$ cat config.mk
export PLATFORM = sky130hd
export DESIGN_NAME = renametable_ckpt_flat
export DESIGN_NICKNAME = d
export VERILOG_FILES = /design/src/rtl/renametable_ckpt_if.sv /design/src/rtl/renametable_ckpt.sv /design/src/flat_wrapper.sv
export SDC_FILE = /design/constraint.sdc
export NUM_CORES = 2
export LEC_CHECK = 0
export ABC_CLOCK_PERIOD_IN_PS = 48300
export BUFFER_PORTS_ARGS = -buffer_cell sky130_fd_sc_hd__buf_2
export CAP_MARGIN = 25
export CORE_ASPECT_RATIO = 1.5
export CORE_MARGIN = 2
export CORE_UTILIZATION = 55
export DETAILED_ROUTE_END_ITERATION = 6
export PLACE_DENSITY_LB_ADDON = 0.08
export SYNTH_ARGS = -nofsm -noshare
export SYNTH_HDL_FRONTEND = slang
export SYNTH_SLANG_ARGS = --single-unit
$ cat constraint.sdc
create_clock -name clock -period 48.3 [get_ports clock]
set_input_delay 7.245 -clock clock [delete_from_list [all_inputs] [get_ports clock]]
set_output_delay 7.245 -clock clock [all_outputs]
set_load 0.05 [all_outputs]
$ cat src/rtl/renametable_ckpt_if.sv
// renametable_ckpt_if: rename-stage bus for the RAT: lane reads, rename/commit writes, checkpoint control.
interface renametable_ckpt_if #(
    parameter int RENAME_WIDTH = 2,
    parameter int PREG_WIDTH   = 6,
    parameter int NUM_CKPT     = 4,
    parameter int CKPT_ID_W    = $clog2(NUM_CKPT)
);
    logic [RENAME_WIDTH-1:0]            src1_is_reg;
    logic [5*RENAME_WIDTH-1:0]          rs1;
    logic [RENAME_WIDTH-1:0]            src2_is_reg;
    logic [5*RENAME_WIDTH-1:0]          rs2;
    logic [RENAME_WIDTH-1:0]            need_to_wb;
    logic [5*RENAME_WIDTH-1:0]          rd;
    logic [PREG_WIDTH*RENAME_WIDTH-1:0] rat_prs1;
    logic [PREG_WIDTH*RENAME_WIDTH-1:0] rat_prs2;
    logic [PREG_WIDTH*RENAME_WIDTH-1:0] rat_prd;
    logic [RENAME_WIDTH-1:0]            rename_valid;
    logic [5*RENAME_WIDTH-1:0]          rename_addr;
    logic [PREG_WIDTH*RENAME_WIDTH-1:0] rename_data;
    logic                               ckpt_req;
    logic                               ckpt_ack;
    logic [CKPT_ID_W-1:0]               ckpt_id;
    logic                               ckpt_full;
    logic                               ckpt_release_valid;
    logic [CKPT_ID_W-1:0]               ckpt_release_id;
    logic                               recover_valid;
    logic [CKPT_ID_W-1:0]               recover_id;
    logic [NUM_CKPT-1:0]                recover_free_mask;
    logic [RENAME_WIDTH-1:0]            commit_valid;
    logic [5*RENAME_WIDTH-1:0]          commit_areg;
    logic [PREG_WIDTH*RENAME_WIDTH-1:0] commit_preg;
    logic                               flush_valid;

    modport master (
        output src1_is_reg, rs1, src2_is_reg, rs2, need_to_wb, rd,
        output rename_valid, rename_addr, rename_data,
        output ckpt_req, ckpt_release_valid, ckpt_release_id,
        output recover_valid, recover_id, recover_free_mask,
        output commit_valid, commit_areg, commit_preg, flush_valid,
        input  rat_prs1, rat_prs2, rat_prd, ckpt_ack, ckpt_id, ckpt_full
    );

    modport slave (
        input  src1_is_reg, rs1, src2_is_reg, rs2, need_to_wb, rd,
        input  rename_valid, rename_addr, rename_data,
        input  ckpt_req, ckpt_release_valid, ckpt_release_id,
        input  recover_valid, recover_id, recover_free_mask,
        input  commit_valid, commit_areg, commit_preg, flush_valid,
        output rat_prs1, rat_prs2, rat_prd, ckpt_ack, ckpt_id, ckpt_full
    );
endinterface

$ cat src/rtl/renametable_ckpt.sv
// renametable_ckpt: speculative RAT with intra-group bypass, committed RAT and snapshot slots.
// Define RAT_ZERO_PIN_EN to hard-wire areg 0 to preg 0.
module renametable_ckpt #(
    parameter int RENAME_WIDTH = 2,
    parameter int PREG_WIDTH   = 6,
    parameter int NUM_CKPT     = 4,
    parameter int CKPT_ID_W    = $clog2(NUM_CKPT)
) (
    input logic clock,
    input logic reset,
    renametable_ckpt_if.slave bus
);
    localparam int RW = RENAME_WIDTH;
    localparam int PW = PREG_WIDTH;
`ifdef RAT_ZERO_PIN_EN
    localparam bit ZERO_PIN = 1'b1;
`else
    localparam bit ZERO_PIN = 1'b0;
`endif

    logic [PW-1:0]        spec_rat [32];
    logic [PW-1:0]        comm_rat [32];
    logic [PW-1:0]        snap     [NUM_CKPT][32];
    logic [NUM_CKPT-1:0]  busy;
    logic [PW-1:0]        spec_upd [32];
    logic [PW-1:0]        comm_upd [32];
    logic [PW-1:0]        spec_nxt [32];
    logic [NUM_CKPT-1:0]  busy_nxt;
    logic [CKPT_ID_W-1:0] free_id;
    logic                 full;
    logic                 ack;
    logic [PW*RW-1:0]     prs1;
    logic [PW*RW-1:0]     prs2;
    logic [PW*RW-1:0]     prd;

    // Later older lanes overwrite earlier ones, so the youngest older writer wins.
    always_comb begin
        prs1 = '0;
        prs2 = '0;
        prd  = '0;
        for (int k = 0; k < RW; k++) begin
            logic [4:0]    a1, a2, ad;
            logic [PW-1:0] p1, p2, pd;
            a1 = bus.rs1[5*k+:5];
            a2 = bus.rs2[5*k+:5];
            ad = bus.rd[5*k+:5];
            p1 = spec_rat[a1];
            p2 = spec_rat[a2];
            pd = spec_rat[ad];
            for (int i = 0; i < k; i++) begin
                p1 = (bus.rename_valid[i] && bus.rename_addr[5*i+:5] == a1) ? bus.rename_data[PW*i+:PW] : p1;
                p2 = (bus.rename_valid[i] && bus.rename_addr[5*i+:5] == a2) ? bus.rename_data[PW*i+:PW] : p2;
                pd = (bus.rename_valid[i] && bus.rename_addr[5*i+:5] == ad) ? bus.rename_data[PW*i+:PW] : pd;
            end
            prs1[PW*k+:PW] = (bus.src1_is_reg[k] && !(ZERO_PIN && a1 == 5'd0)) ? p1 : '0;
            prs2[PW*k+:PW] = (bus.src2_is_reg[k] && !(ZERO_PIN && a2 == 5'd0)) ? p2 : '0;
            prd[PW*k+:PW]  = (bus.need_to_wb[k]  && !(ZERO_PIN && ad == 5'd0)) ? pd : '0;
        end
    end

    always_comb begin
        spec_upd = spec_rat;
        comm_upd = comm_rat;
        for (int i = 0; i < RW; i++) begin
            if (bus.rename_valid[i] && !(ZERO_PIN && bus.rename_addr[5*i+:5] == 5'd0))
                spec_upd[bus.rename_addr[5*i+:5]] = bus.rename_data[PW*i+:PW];
            if (bus.commit_valid[i] && !(ZERO_PIN && bus.commit_areg[5*i+:5] == 5'd0))
                comm_upd[bus.commit_areg[5*i+:5]] = bus.commit_preg[PW*i+:PW];
        end
        for (int a = 0; a < 32; a++)
            spec_nxt[a] = bus.flush_valid ? comm_upd[a] : bus.recover_valid ? snap[bus.recover_id][a] : spec_upd[a];
    end

    assign full = &busy;
    assign ack  = bus.ckpt_req & ~full & ~bus.flush_valid & ~bus.recover_valid & ~reset;

    // Allocation looks at the registered busy vector, so a same-cycle release is not yet allocatable.
    always_comb begin
        free_id  = '0;
        for (int i = NUM_CKPT - 1; i >= 0; i--)
            free_id = busy[i] ? free_id : CKPT_ID_W'(i);
        busy_nxt = busy;
        if (bus.ckpt_release_valid)
            busy_nxt[bus.ckpt_release_id] = 1'b0;
        if (bus.flush_valid)
            busy_nxt = '0;
        else if (bus.recover_valid)
            busy_nxt = busy_nxt & ~bus.recover_free_mask;
        if (ack)
            busy_nxt[free_id] = 1'b1;
    end

    always_ff @(posedge clock or posedge reset) begin
        if (reset) begin
            for (int a = 0; a < 32; a++) begin
                spec_rat[a] <= PW'(a);
                comm_rat[a] <= PW'(a);
            end
            for (int c = 0; c < NUM_CKPT; c++)
                for (int a = 0; a < 32; a++)
                    snap[c][a] <= PW'(a);
            busy <= '0;
        end else begin
            for (int a = 0; a < 32; a++) begin
                spec_rat[a] <= spec_nxt[a];
                comm_rat[a] <= comm_upd[a];
            end
            if (ack)
                for (int a = 0; a < 32; a++)
                    snap[free_id][a] <= spec_upd[a];
            busy <= busy_nxt;
        end
    end

    assign bus.rat_prs1  = prs1;
    assign bus.rat_prs2  = prs2;
    assign bus.rat_prd   = prd;
    assign bus.ckpt_ack  = ack;
    assign bus.ckpt_id   = free_id;
    assign bus.ckpt_full = full;
endmodule

$ cat src/flat_wrapper.sv
// flat-port wrapper written by rule: the top's interface ports become plain ports
module renametable_ckpt_flat 
#(
    parameter int RENAME_WIDTH = 2,
    parameter int PREG_WIDTH   = 6,
    parameter int NUM_CKPT     = 4,
    parameter int CKPT_ID_W    = $clog2(NUM_CKPT)
)
  (clock, reset, bus_src1_is_reg, bus_rs1, bus_src2_is_reg, bus_rs2, bus_need_to_wb, bus_rd, bus_rename_valid, bus_rename_addr, bus_rename_data, bus_ckpt_req, bus_ckpt_release_valid, bus_ckpt_release_id, bus_recover_valid, bus_recover_id, bus_recover_free_mask, bus_commit_valid, bus_commit_areg, bus_commit_preg, bus_flush_valid, bus_rat_prs1, bus_rat_prs2, bus_rat_prd, bus_ckpt_ack, bus_ckpt_id, bus_ckpt_full);
  renametable_ckpt_if #(.RENAME_WIDTH(RENAME_WIDTH), .PREG_WIDTH(PREG_WIDTH), .NUM_CKPT(NUM_CKPT), .CKPT_ID_W(CKPT_ID_W)) bus_i ();
  input logic clock;
  input logic reset;
  input wire logic [$bits(bus_i.src1_is_reg)-1:0] bus_src1_is_reg;
  input wire logic [$bits(bus_i.rs1)-1:0] bus_rs1;
  input wire logic [$bits(bus_i.src2_is_reg)-1:0] bus_src2_is_reg;
  input wire logic [$bits(bus_i.rs2)-1:0] bus_rs2;
  input wire logic [$bits(bus_i.need_to_wb)-1:0] bus_need_to_wb;
  input wire logic [$bits(bus_i.rd)-1:0] bus_rd;
  input wire logic [$bits(bus_i.rename_valid)-1:0] bus_rename_valid;
  input wire logic [$bits(bus_i.rename_addr)-1:0] bus_rename_addr;
  input wire logic [$bits(bus_i.rename_data)-1:0] bus_rename_data;
  input wire logic [$bits(bus_i.ckpt_req)-1:0] bus_ckpt_req;
  input wire logic [$bits(bus_i.ckpt_release_valid)-1:0] bus_ckpt_release_valid;
  input wire logic [$bits(bus_i.ckpt_release_id)-1:0] bus_ckpt_release_id;
  input wire logic [$bits(bus_i.recover_valid)-1:0] bus_recover_valid;
  input wire logic [$bits(bus_i.recover_id)-1:0] bus_recover_id;
  input wire logic [$bits(bus_i.recover_free_mask)-1:0] bus_recover_free_mask;
  input wire logic [$bits(bus_i.commit_valid)-1:0] bus_commit_valid;
  input wire logic [$bits(bus_i.commit_areg)-1:0] bus_commit_areg;
  input wire logic [$bits(bus_i.commit_preg)-1:0] bus_commit_preg;
  input wire logic [$bits(bus_i.flush_valid)-1:0] bus_flush_valid;
  output wire logic [$bits(bus_i.rat_prs1)-1:0] bus_rat_prs1;
  output wire logic [$bits(bus_i.rat_prs2)-1:0] bus_rat_prs2;
  output wire logic [$bits(bus_i.rat_prd)-1:0] bus_rat_prd;
  output wire logic [$bits(bus_i.ckpt_ack)-1:0] bus_ckpt_ack;
  output wire logic [$bits(bus_i.ckpt_id)-1:0] bus_ckpt_id;
  output wire logic [$bits(bus_i.ckpt_full)-1:0] bus_ckpt_full;
  assign bus_i.src1_is_reg = bus_src1_is_reg;
  assign bus_i.rs1 = bus_rs1;
  assign bus_i.src2_is_reg = bus_src2_is_reg;
  assign bus_i.rs2 = bus_rs2;
  assign bus_i.need_to_wb = bus_need_to_wb;
  assign bus_i.rd = bus_rd;
  assign bus_i.rename_valid = bus_rename_valid;
  assign bus_i.rename_addr = bus_rename_addr;
  assign bus_i.rename_data = bus_rename_data;
  assign bus_i.ckpt_req = bus_ckpt_req;
  assign bus_i.ckpt_release_valid = bus_ckpt_release_valid;
  assign bus_i.ckpt_release_id = bus_ckpt_release_id;
  assign bus_i.recover_valid = bus_recover_valid;
  assign bus_i.recover_id = bus_recover_id;
  assign bus_i.recover_free_mask = bus_recover_free_mask;
  assign bus_i.commit_valid = bus_commit_valid;
  assign bus_i.commit_areg = bus_commit_areg;
  assign bus_i.commit_preg = bus_commit_preg;
  assign bus_i.flush_valid = bus_flush_valid;
  assign bus_rat_prs1 = bus_i.rat_prs1;
  assign bus_rat_prs2 = bus_i.rat_prs2;
  assign bus_rat_prd = bus_i.rat_prd;
  assign bus_ckpt_ack = bus_i.ckpt_ack;
  assign bus_ckpt_id = bus_i.ckpt_id;
  assign bus_ckpt_full = bus_i.ckpt_full;
  renametable_ckpt #(.RENAME_WIDTH(RENAME_WIDTH), .PREG_WIDTH(PREG_WIDTH), .NUM_CKPT(NUM_CKPT), .CKPT_ID_W(CKPT_ID_W)) u_core (.clock(clock), .reset(reset), .bus(bus_i));
endmodule
After elaboration in Yosys (flattened, before gate mapping). Index checks and enable logic that the tools add are counted.

Flip-flop bits (word level): 1156. Bits of input ports: 98. Word-level logic and storage cells: 471.

$lt $le $gt $ge: 21. Eq/ne operators: 3. Mux-type cells: 218. Bitwise operators: 25. Reductions and logical operators: 11.

Operators with widths (number): $bwmux 768 (32); $demux 192 s2 (32); $mux 192 (7); $bwmux 192 (4); $mux 6 (90); $bmux 192 s2 (1); $mux 186 (1); $bmux 6 s5 (6); $mux 180 (1); $mux 174 (1); $mux 168 (1); $mux 162 (1); $mux 156 (1); $mux 150 (1); $mux 144 (1); $mux 138 (1); $mux 132 (1); $mux 126 (1); $demux 6 s5 (4); $mux 120 (1); $mux 114 (1); $mux 108 (1); $mux 102 (1); $mux 96 (1); other kinds (34) (86).

Longest topological paths before layout.
Depth after elaboration: 41. Mapped depth: 9. Gate-level depth less buffers: 5.

Least setup slack after synthesis. OpenSTA, ideal clock, no wires.

Path kind: input -> output. From: in reset. To: out bus_ckpt_ack. Arrival: 33.229 ns. Slack: 7.826 ns. Cell stages on the path: 3. Cells stage by stage: inv_1 nand4b_1 nor2_1.

Longest elaborated chain between the ends: 2.

RTL lines: from (decl) (RTL line flat_wrapper.sv:12) `input logic reset;`; $not 1->1 (RTL line renametable_ckpt.sv:75) `assign ack = bus.ckpt_req & ~full & ~bus.flush_valid & ~bus.recover_valid & ~reset;`; $and 1x1->1 (RTL line renametable_ckpt.sv:75); to (decl) (RTL line flat_wrapper.sv:35) `output wire logic [$bits(bus_i.ckpt_ack)-1:0] bus_ckpt_ack;`.

No other way between the ends.

Worst setup path after layout.
From: in bus_rs2[5]. To: out bus_rat_prs2[8].

Longest elaborated chain between the ends: 6. Elaborated cells between the ends (all ways): 8. Classes of those cells: eq/ne (1); mux (5); bitwise (1); reduce/logical (1).

RTL lines: from (decl) (RTL line flat_wrapper.sv:16) `input wire logic [$bits(bus_i.rs2)-1:0] bus_rs2;`; $not 5->6 (not written as such) (RTL line renametable_ckpt.sv:48) `p2 = spec_rat[a2];`; $bmux 6 s5 (RTL line renametable_ckpt.sv:48); $mux 6 (not written as such) (2 in a row) (RTL line renametable_ckpt.sv:48); $mux 6 (*) (RTL line renametable_ckpt.sv:52) `p2 = (bus.rename_valid[i] && bus.rename_addr[5*i+:5] == a2) ? bus.rename_data[PW*i+:PW] : p2;`; $mux 6 (*) (RTL line renametable_ckpt.sv:56) `prs2[PW*k+:PW] = (bus.src2_is_reg[k] && !(ZERO_PIN && a2 == 5'd0)) ? p2 : '0;`; to (decl) (RTL line flat_wrapper.sv:33) `output wire logic [$bits(bus_i.rat_prs2)-1:0] bus_rat_prs2;`.

Every way passes the cells marked *; elsewhere a longest branch is shown, timed or not. The select of a mux whose other input is x is not followed.

==> results by group <==
Run status
  – Status: finished with violations
  – Failing checks: DRC

Final layout
  – Final Cell Area: 72,960 um2
  – Commonest non-fill, non-tap cell in the layout: mux2_2
  – Most frequent cells in the layout: mux2_2, dfrtp_1, mux2i_1
  – Final Net Count: 5,622
  – Layout cells sized above 1: 0.3790
  – Filler cells: 9,888
  – Area growth syn-to-layout: 8.182%

Clocking
  – CTS sink cnt: 1,156
  – Cts hold-fix bufs: 0
  – TritonCTS Buffers: 112
  – Postcts setup bufs: 0
  – CTS tree: built
  – CTS root buf: clkbuf_16
  – Max Buffers Root-to-Sink: 3
  – Cts repair resizes: 0
  – Clk Latency, worst-skew pair: 790 ps
  – Clock-pin slew of the registers on the worst-case setup and hold paths: 60 ps
  – H-tree levels: 3

STA
  – Final period util: 0.3667
  – Setup TNS: 0 ps
  – Max Slew Vio Count: 0
  – Min Tclk post-route: 17,710 ps
  – Final Hold Vio Count: 0
  – Endpoints failing setup: 0
  – Slew @ Worst Pin: 1171 ps
  – Fmax: 56.46 MHz
  – Max_slew headroom: 0.2159
  – Worst Skew: 54.41 ps
  – RSZ-0062 raised after global routing: no

Floorplan
  – Die area: 125,500 um2
  – Starting Density: 0.5537
  – Die Ht: 432.9 um
  – Core area: 121,800 um2
  – Die Wd: 289.9 um
  – Row Count: 157
  – I/O Pins: 138

Logic synthesis
  – Ys async rst share: 1.000
  – EDFF count, synth: 0
  – Ys Warns: 0
  – Area contributors post-synth: dfrtp_1, dfstp_2, mux2_2
  – FF+latch count, synth: 1,156
  – Synth Flop Type: dfrtp_1
  – Mapped Nets: 5,810
  – Mapped cell area: 67,440 um2
  – Post-synthesis sequential area ratio: 0.4378
  – Cells after Synth: 5,712
  – Unique masters post-synth: 63
  – Area leader, netlist: dfrtp_1
  – Syn avg cell area: 11.81 um2
  – Top cell type's share of synthesized area: 0.2508

Detailed routing
  – Vias/cell: 7.349
  – DRT iter0 DRCs: 6,663
  – Total number of vias: 53,210
  – # DRC: 21
  – Routed WL: 270.9 mm
  – Detail Route Antenna Nets: 0
  – Pre-antenna DRT Iters: 7
  – Wire length per cell: 37.42 um

Placement
  – Dpl hpwl: 169.4 mm
  – Routability cong.: 1.079
  – Cell area after placement: 68,840 um2
  – Buffers added on ports: 137

Worst setup path
  – Critical path arrival: 10,470 ps
  – Maximum fanout along the worst path: 59
  – Most frequent CP cell: buf_4
  – Cells on worst reg2reg path: 6
  – CP required: 41,060 ps
  – Critical path cell sequence: buf_4 -> buf_4 -> mux2i_1 -> a22o_1 -> nor3_1 -> a31oi_1 -> a41oi_1 -> buf_2
  – WS Path Type: input pin to output port
  – Startpoint Class: input pin
  – Crit path largest cell delay: 880 ps
  – Critical Path End Type: output port
  – R2r setup slk: 43,880 ps
  – Max stage delay cell, worst path: buf_4

Power
  – Max IR drop VDD: 0.03615 mV
  – Pwr Density: 38.74 nW/um2
  – Leakage power: 30.57 nW

Min path
  – Hold path cells: 1
  – HP Class: flip-flop to flip-flop

Run
  – Max-cap viol count: 0

GRT
  – Initial antenna violation count: 40
  – Vias in the first global route: 51,600
  – Largest net degree at the start of global routing: 189
  – First-pass GRT wire length: 385.8 mm
  – GRT overflow: 0
  – Gr usage total: 0.4292
-- where the power goes --
part / switching [W] / internal (W)
clock: 0.000404 / 0.000529
combinational: 0.000324 / 0.000257
sequential: 0.000169 / 0.00114
total: 0.000897 / 0.00193
-- worst max-delay path, delay by kind of cell --
kind,cells,cell delay (ps)
AOI/OAI and AO/OA,3,980
and+or+nand+nor,1,160
muxes,1,170
buffers and inverters,3,1780
-- through the flow --
step	hold slack, ps	util	total power [W]	cells	setup WS (ps)
floorplan	459.4	-	0.001635	5712	7826
global placement	478.7	0.5648	0.001855	6988	30840
global route	508.7	0.5986	0.002906	7219	30490
detailed placement	487.6	0.5653	0.001870	6992	30800
finish	500.0	0.5991	0.002827	7240	30590
CTS	502.1	0.5971	0.002800	7202	30800
-- sequential cells by signal (all words and copies together), names as in the netlist --
name	flops
u_core.spec_rat	192
u_core.comm_rat	192
u_core.snap	768
u_core.busy	4
-- final timing paths --
check                                                 endpoint                          from
worst max-delay path                           bus_rat_prs2[8]                    bus_rs2[5]
worst min-delay path              u_core.snap[390]$_DFFE_PP0P_  u_core.snap[390]$_DFFE_PP0P_
worst max register to register    u_core.snap[259]$_DFFE_PP0P_      u_core.busy[0]$_DFF_PP0_
worst min register to register    u_core.snap[390]$_DFFE_PP0P_  u_core.snap[390]$_DFFE_PP0P_
max in group asynchronous         u_core.snap[398]$_DFFE_PP1P_                         reset
min in group asynchronous       u_core.spec_rat[148]$_DFF_PP0_                         reset
-- cells in the mapped netlist (13+ instances only) --
cell type and n:
mux2_4 39, mux2_2 727, nor2b_1 23, a2bb2oi_1 138, o22a_1 54, a21oi_1 220
nand4_1 26, nand2_1 400, a22o_1 36, a22oi_1 93, dfrtp_1 676, buf_1 78
nand2b_1 153, nand4b_1 13, mux4_2 342, a41oi_1 18, mux2i_2 18, a31oi_1 156
a21oi_2 18, buf_2 138, o21ai_0 348, nor3_1 156, nor2_1 104, and3_1 17
mux2i_1 571, nand3_1 162, dfstp_2 480, a211oi_1 54, clkbuf_1 339
-- cell type report --
| cell class | count | area [um2] | share of cell area |
|---|---|---|---|
| inverters | 2 | 22.52 | 0.0003087 |
| well taps | 1590 | 1989 | 0.02727 |
| diodes | 30 | 75.07 | 0.001029 |
| multi-input cells | 3989 | 35630 | 0.4883 |
| clock buffers | 163 | 3264 | 0.04474 |
| clock inverters | 47 | 609.3 | 0.008352 |
| repair buffers | 263 | 1846 | 0.02529 |
| flip-flops and latches | 1156 | 29530 | 0.4047 |
-- logic make-up after synthesis --
kind of cell	synth area share
muxes	0.3330
DFF	0.4378
AOI/OAI and AO/OA	0.1086
and+or+nand+nor	0.08358
buffers and inverters	0.03501
xor gates and xnor gates	0.001948
-- routing by layer --
layer,global-route usage,wire length [um],up-vias
li1,-,-,21160
met1,0.5278,97820,27130
met3,0.1548,33160,1198
met2,0.6269,115900,3686
met4,0.3064,23740,34
met5,0.007356,323,-
(Power assumes the default switching activity.)
